**config.mk**
```make
export PLATFORM = sky130hd
export DESIGN_NAME = cipher_stream_engine
export DESIGN_NICKNAME = d
export VERILOG_FILES = /design/src/rtl/cipher_stream_engine.sv
export SDC_FILE = /design/constraint.sdc
export NUM_CORES = 1
export LEC_CHECK = 0
export CAP_MARGIN = 40
export CORE_MARGIN = 4
export CORE_UTILIZATION = 39
export CTS_BUF_LIST = sky130_fd_sc_hd__clkbuf_8 sky130_fd_sc_hd__clkbuf_16
export DETAILED_ROUTE_END_ITERATION = 6
export PLACE_DENSITY = 0.66
export SKIP_CTS_REPAIR_TIMING = 1
export SLEW_MARGIN = 20
export SYNTH_ARGS = -nofsm -noshare
export SYNTH_HDL_FRONTEND = slang
export SYNTH_SLANG_ARGS = --single-unit
```
**constraint.sdc**
```tcl
create_clock -name Clk -period 3.2 [get_ports Clk]
set_input_delay 0.32 -clock Clk [delete_from_list [all_inputs] [get_ports Clk]]
set_output_delay 0.32 -clock Clk [all_outputs]
set_load 0.05 [all_outputs]
```
**src/rtl/cipher_stream_engine.sv**
```systemverilog
// cipher_stream_engine
//   Handshaked chunk-serial encrypt/decrypt engine. A request is accepted in
//   IDLE, then one CHUNK_W-bit chunk is processed per cycle in RUN using an LFSR
//   keystream seeded from key ^ nonce. The result is held in DONE until the
//   consumer takes it. Encrypt draws its nonce from an internal counter and
//   prepends it to the ciphertext. Decrypt takes the nonce from the top of
//   in_data.
//
// Ports
//   Clk        clock, all logic on the rising edge
//   Rst        synchronous reset, active-high
//   in_valid   request valid
//   in_ready   engine idle and able to accept a request
//   in_mode    0 = encrypt, 1 = decrypt
//   in_data    enc: plaintext in [DATA_W-1:0]; dec: {nonce, cipher}
//   key        key, sampled on accept
//   out_valid  result valid
//   out_ready  consumer accepts result
//   out_mode   mode of the request that produced out_data
//   out_data   enc: {nonce, cipher}; dec: {zeros, plaintext}
//   busy       high while a request is in flight (RUN or DONE)
module cipher_stream_engine #(
    parameter int CHUNK_W    = 6,
    parameter int NUM_CHUNKS = 10,
    parameter int NONCE_W    = 18,
    parameter int LFSR_TAP   = 10,
    localparam int DATA_W    = CHUNK_W * NUM_CHUNKS,
    localparam int ENC_W     = NONCE_W + DATA_W
) (
    input  logic             Clk,
    input  logic             Rst,
    input  logic             in_valid,
    output logic             in_ready,
    input  logic             in_mode,
    input  logic [ENC_W-1:0] in_data,
    input  logic [NONCE_W-1:0] key,
    output logic             out_valid,
    input  logic             out_ready,
    output logic             out_mode,
    output logic [ENC_W-1:0] out_data,
    output logic             busy
);

    localparam int IDX_W = (NUM_CHUNKS > 1) ? $clog2(NUM_CHUNKS) : 1;

    localparam logic [1:0] IDLE = 2'd0;
    localparam logic [1:0] RUN  = 2'd1;
    localparam logic [1:0] DONE = 2'd2;

    logic [1:0]         state;
    logic [IDX_W-1:0]   chunkIdx;
    logic [NONCE_W-1:0] nonceCnt;
    logic               modeReg;
    logic [NONCE_W-1:0] nonceReg;
    logic [NONCE_W-1:0] lfsr;
    logic [DATA_W-1:0]  dataReg;

    logic               accept;
    logic               lastChunk;
    logic [NONCE_W-1:0] nonceSel;
    logic [NONCE_W-1:0] nonceP1;
    logic [NONCE_W-1:0] nonceInc;
    logic [NONCE_W-1:0] seedRaw;
    logic [NONCE_W-1:0] seed;
    logic [NONCE_W-1:0] lfsrNext;
    logic [CHUNK_W-1:0] chunkOut;
    logic [DATA_W-1:0]  dataNext;

    function automatic logic [CHUNK_W-1:0] encryptChunk(
        input logic [CHUNK_W-1:0] p,
        input logic [CHUNK_W-1:0] ks,
        input logic [CHUNK_W-1:0] idx
    );
        return (p ^ ks) + idx;
    endfunction

    function automatic logic [CHUNK_W-1:0] decryptChunk(
        input logic [CHUNK_W-1:0] c,
        input logic [CHUNK_W-1:0] ks,
        input logic [CHUNK_W-1:0] idx
    );
        return (c - idx) ^ ks;
    endfunction

    assign in_ready  = (state == IDLE);
    assign out_valid = (state == DONE);
    assign busy      = (state != IDLE);
    assign accept    = in_valid & in_ready;
    assign lastChunk = (chunkIdx == IDX_W'(NUM_CHUNKS - 1));

    // Nonce counter wraps past zero straight to one so a nonce is never zero.
    assign nonceP1  = nonceCnt + NONCE_W'(1);
    assign nonceInc = (nonceP1 == '0) ? NONCE_W'(1) : nonceP1;
    assign nonceSel = in_mode ? in_data[ENC_W-1 -: NONCE_W] : nonceCnt;

    // An all-zero seed would lock the LFSR at zero.
    assign seedRaw  = key ^ nonceSel;
    assign seed     = (seedRaw == '0) ? NONCE_W'(1) : seedRaw;
    assign lfsrNext = {lfsr[NONCE_W-2:0], lfsr[NONCE_W-1] ^ lfsr[LFSR_TAP]};

    // The low chunk of dataReg is always the current input chunk. Each result
    // enters at the top, so after NUM_CHUNKS shifts the word is in order.
    assign chunkOut = modeReg
        ? decryptChunk(dataReg[CHUNK_W-1:0], lfsr[CHUNK_W-1:0], CHUNK_W'(chunkIdx))
        : encryptChunk(dataReg[CHUNK_W-1:0], lfsr[CHUNK_W-1:0], CHUNK_W'(chunkIdx));
    assign dataNext = {chunkOut, dataReg[DATA_W-1:CHUNK_W]};

    // Control and output registers
    always_ff @(posedge Clk) begin
        if (Rst) begin
            state    <= IDLE;
            chunkIdx <= '0;
            nonceCnt <= NONCE_W'(1);
            out_mode <= 1'b0;
            out_data <= '0;
        end else begin
            case (state)
                IDLE: begin
                    if (accept) begin
                        state    <= RUN;
                        chunkIdx <= '0;
                        if (!in_mode) nonceCnt <= nonceInc;
                    end
                end
                RUN: begin
                    if (lastChunk) begin
                        state    <= DONE;
                        chunkIdx <= '0;
                        out_mode <= modeReg;
                        out_data <= {(modeReg ? NONCE_W'(0) : nonceReg), dataNext};
                    end else begin
                        chunkIdx <= chunkIdx + IDX_W'(1);
                    end
                end
                DONE: begin
                    if (out_ready) state <= IDLE;
                end
                default: state <= IDLE;
            endcase
        end
    end

    // Datapath registers
    always_ff @(posedge Clk) begin
        if (accept) begin
            modeReg  <= in_mode;
            nonceReg <= nonceSel;
            lfsr     <= seed;
            dataReg  <= in_data[DATA_W-1:0];
        end else if (state == RUN) begin
            lfsr    <= lfsrNext;
            dataReg <= dataNext;
        end
    end

endmodule
```
==> summary by stage <==
Outcome
The flow ran to the end, and the final reports show no timing, DRC or antenna violations.

Clocking
CTS placed an instance of sky130_fd_sc_hd__clkbuf_16 at the clock tree root. Clock tree synthesis found a total of 200 sinks. The worst-case clock buffer depth is 2.

Buffers inserted during clock tree synthesis total 17. The later pin in the worst-skew pair is clocked with a latency of 0.43 ns. The TritonCTS clock tree is built. Clock-pin slew was measured on the worst setup and hold paths at 0.07 ns. In this run the number of H-tree levels came out at 4.

Logic synthesis
The portion of the post-synthesis area used by sequential elements is 0.564. Synthesis handed over a netlist of 943 instances. Counting flops with a built-in enable in the synthesized netlist gives 97. The mapped netlist covers 8810 µm². Yosys instantiated no cell more often than sky130_fd_sc_hd__nand2_1.

The most used flip-flop cell after synthesis is sky130_fd_sc_hd__dfxtp_1. After synthesis, the cell types taking the most area are sky130_fd_sc_hd__edfxtp_1 (33%), sky130_fd_sc_hd__dfxtp_1 (23%), sky130_fd_sc_hd__nand2_1 (13%). Counting every net in the synthesized netlist gives 1057.

After synthesis, the most frequently instantiated cells are sky130_fd_sc_hd__nand2_1 (305), sky130_fd_sc_hd__dfxtp_1 (103), sky130_fd_sc_hd__edfxtp_1 (97). The number of library cell types mapped by synthesis is 44. The proportion of synthesized flip-flops having asynchronous set or reset is 0. After synthesis the netlist holds a flip-flop and latch count of 200. Of the post-synthesis cell area, the dominant cell type holds 0.330.

The largest total area in the synthesized netlist belongs to sky130_fd_sc_hd__edfxtp_1. The mean instance size in the synthesized netlist is 9.35 µm². For this run, the number of Yosys warnings is 0.

Setup path
The required time of the critical path is 2.88 ns. The critical path is of the flip-flop to output pin type. The top fanout value on the critical path is 6. The critical path data arrival time is 2.02 ns.

STA classifies the critical path endpoint as an output pin. The worst setup path is launched from a flip-flop.

Place
After legalization and detailed placement, the total HPWL measured 16.3 mm. The total cell area at the placement stage is 10900 µm². The number of I/O port buffers is 182.

Routability-driven placement finished with a final weighted congestion of 0.850.

Pwr
The register share of total power is 0.522. Power spread over the standard cell area amounts to 503 nW/µm². The net switching component of the power is 1500 µW. The leakage power is 0.00422 µW. The share of total power dissipated in the clock network is 0.360. Of the total power, combinational logic draws 0.118.

The worst voltage drop across the vdd grid is 335 µV. Of the total power, the share spent switching nets is 0.260. The internal portion of the total power is 4270 µW.

Die
The die covers 25100 µm². The die outline height is 158 µm. The horizontal die dimension is 158 µm. During I/O placement, the number of pins put on the boundary was 183. The number of core rows is 54.

The initial core utilization is 0.400. The total area inside the core boundary comes to 22000 µm².

GRT
In the global route stage, overall resource usage came out at 0.182. The number of global-route vias before repair is 6690. The number of antenna violations at the first check in global routing is 0. The first-pass GRT wire length is 35.5 mm. Summed over all layers, the global routing overflow is 0. The maximum number of pins on one net before global-route repair is 81.

Route
Detailed routing inserted a total of 6931 vias. The number of remaining DRC errors is 0. The mean number of vias per cell is 4.99. The number of design-rule violations left by the first detailed-router iteration is 460.

The first-pass detailed-route iteration total is 4. Dividing the detail-routed wire length by the instance count gives 16.7 µm. The remaining antenna violation count is 0. Wires add up to 23.1 mm.

Final layout
The count of nets after finishing is 1211. The fraction of layout cells with a size suffix above 1 is 0.0658. The repair_antennas step left the layout with diodes totalling 0.

The finished cells cover 11500 µm². Relative to the synthesized area, the layout overhead comes to 30.0%.

Timing
The worst-case headroom to the max-slew limit is 0.482. The number of pins exceeding their max-slew limit in the final report is 0. The fmax is 427 MHz. The final cycle utilization of the critical path is 0.732. The transition time at the pin with the least slew margin is 0.778 ns. The clock skew is 0.0112 ns. Counting I/O delays and the setup requirement, the final critical path takes 2.34 ns. Setup violations remaining at the end of the flow were counted as 0. Setup repair after global routing left no endpoint under its margin. The final count of hold timing violations is 0. The sum of negative setup slack is 0 ns.

Min path
The worst hold path class is input pin to flip-flop.

Run
The max-capacitance violation count is 0.
[final cells by class]
class | instances | area [µm²]
clock buffer | 18 | 439
clock inverter | 14 | 133
fill | 2013 | 10600
inverter | 14 | 53.8
multi-input combinational | 668 | 3550
sequential | 200 | 4970
tap | 280 | 350
timing repair buffer | 196 | 1960
[power by group through the flow]
stage	sequential, µW	clock, µW	combinational, µW
final	3010	2080	680
after CTS	3010	2120	688
after floorplan	3030	0	405
after detailed placement	3060	0	685
after global routing	3030	2230	749
after global placement	3060	0	679
[worst paths after layout]
path           startpoint      endpoint  slack [ns]  cells after the start
max              state[1]      in_ready        0.86                      3
min                   Rst   out_data[0]        0.40                      2
max reg2reg    dataReg[1]   dataReg[59]        0.89                      8
min reg2reg  out_data[10]  out_data[10]        0.45                      2
[flip-flops by register name, indices dropped and copies added (netlist names)]
signal / flops
dataReg: 60
nonceCnt: 18
chunkIdx: 4
out_mode: 1
lfsr: 18
state: 2
modeReg: 1
out_data: 78
nonceReg: 18
[cells by family after synthesis]
| group | Yosys count | synth area share |
|---|---|---|
| AO/OA/AOI/OAI | 135 | 0.0833 |
| XOR/XNOR | 55 | 0.0546 |
| adder cells (fa/ha/maj) | 13 | 0.0202 |
| buffers and inverters | 75 | 0.0346 |
| flip-flops | 200 | 0.564 |
| multiplexers | 21 | 0.0260 |
| AND/OR/NAND/NOR | 444 | 0.217 |
[metrics by stage]
| step | worst slack, ns | hold slack, ns | total power (µW) | std cells | util |
|---|---|---|---|---|---|
| after floorplan | 0.223 | 0.419 | 3440 | 943 | - |
| after global placement | 0.594 | 0.441 | 3740 | 1358 | 0.494 |
| after detailed placement | 0.465 | 0.446 | 3750 | 1358 | 0.494 |
| after CTS | 0.827 | 0.386 | 5820 | 1390 | 0.520 |
| after global routing | 0.743 | 0.407 | 6010 | 1390 | 0.520 |
| final | 0.858 | 0.397 | 5760 | 1390 | 0.520 |
[metal layers]
layer,track usage,part of all wire,vias to the layer above
li1,-,-,3480
met1,0.250,0.45,3260
met2,0.295,0.48,170
met3,0.0397,0.052,21
met4,0.0426,0.014,0
met5,0,0,-
[critical path: stages, from the launching register on]
cell and delay [ns]:
sky130_fd_sc_hd__dfxtp_1 0.40, sky130_fd_sc_hd__or2_1 0.30, sky130_fd_sc_hd__inv_2 0.09, sky130_fd_sc_hd__clkdlybuf4s50_1 0.80
[cells in the final DEF, fill, tap and decap left out, types with 2 or more instances in the layout]
cell type                         synthesis  routed
sky130_fd_sc_hd__or3_1                    5       5
sky130_fd_sc_hd__xnor2_1                 33      33
sky130_fd_sc_hd__nor3_1                   8       8
sky130_fd_sc_hd__nand2_1                305     304
sky130_fd_sc_hd__inv_2                    2       2
sky130_fd_sc_hd__and3_1                   2       2
sky130_fd_sc_hd__mux2_2                  15      15
sky130_fd_sc_hd__edfxtp_1                97      97
sky130_fd_sc_hd__ha_1                    11      11
sky130_fd_sc_hd__nor2b_1                  6       6
sky130_fd_sc_hd__xor2_1                  22      22
sky130_fd_sc_hd__nand3_1                  7       7
sky130_fd_sc_hd__inv_6                    0       4
sky130_fd_sc_hd__nor3b_1                 21      20
sky130_fd_sc_hd__a31oi_1                  2       2
sky130_fd_sc_hd__buf_4                    1      12
sky130_fd_sc_hd__mux2i_1                  6       6
sky130_fd_sc_hd__a211oi_1                 7       7
sky130_fd_sc_hd__inv_1                   12      11
sky130_fd_sc_hd__o21ai_0                 23      23
sky130_fd_sc_hd__nand4_1                 17      17
sky130_fd_sc_hd__clkbuf_16                0      17
sky130_fd_sc_hd__clkinvlp_4               0       4
sky130_fd_sc_hd__nor2_1                  59      59
sky130_fd_sc_hd__a21o_1                   3       3
sky130_fd_sc_hd__a21oi_1                 92      92
sky130_fd_sc_hd__or2_2                    2       2
sky130_fd_sc_hd__dfxtp_1                103     103
sky130_fd_sc_hd__fa_1                     2       2
sky130_fd_sc_hd__nor4b_4                  2       2
sky130_fd_sc_hd__clkinv_4                 0       2
sky130_fd_sc_hd__buf_12                   0       3
sky130_fd_sc_hd__a21boi_0                 2       2
sky130_fd_sc_hd__nand2b_1                 2       2
sky130_fd_sc_hd__nor4_1                   5       5
sky130_fd_sc_hd__clkdlybuf4s50_1          0     181
sky130_fd_sc_hd__inv_8                    0       3
No activity file was read; power rests on OpenSTA's default activity.
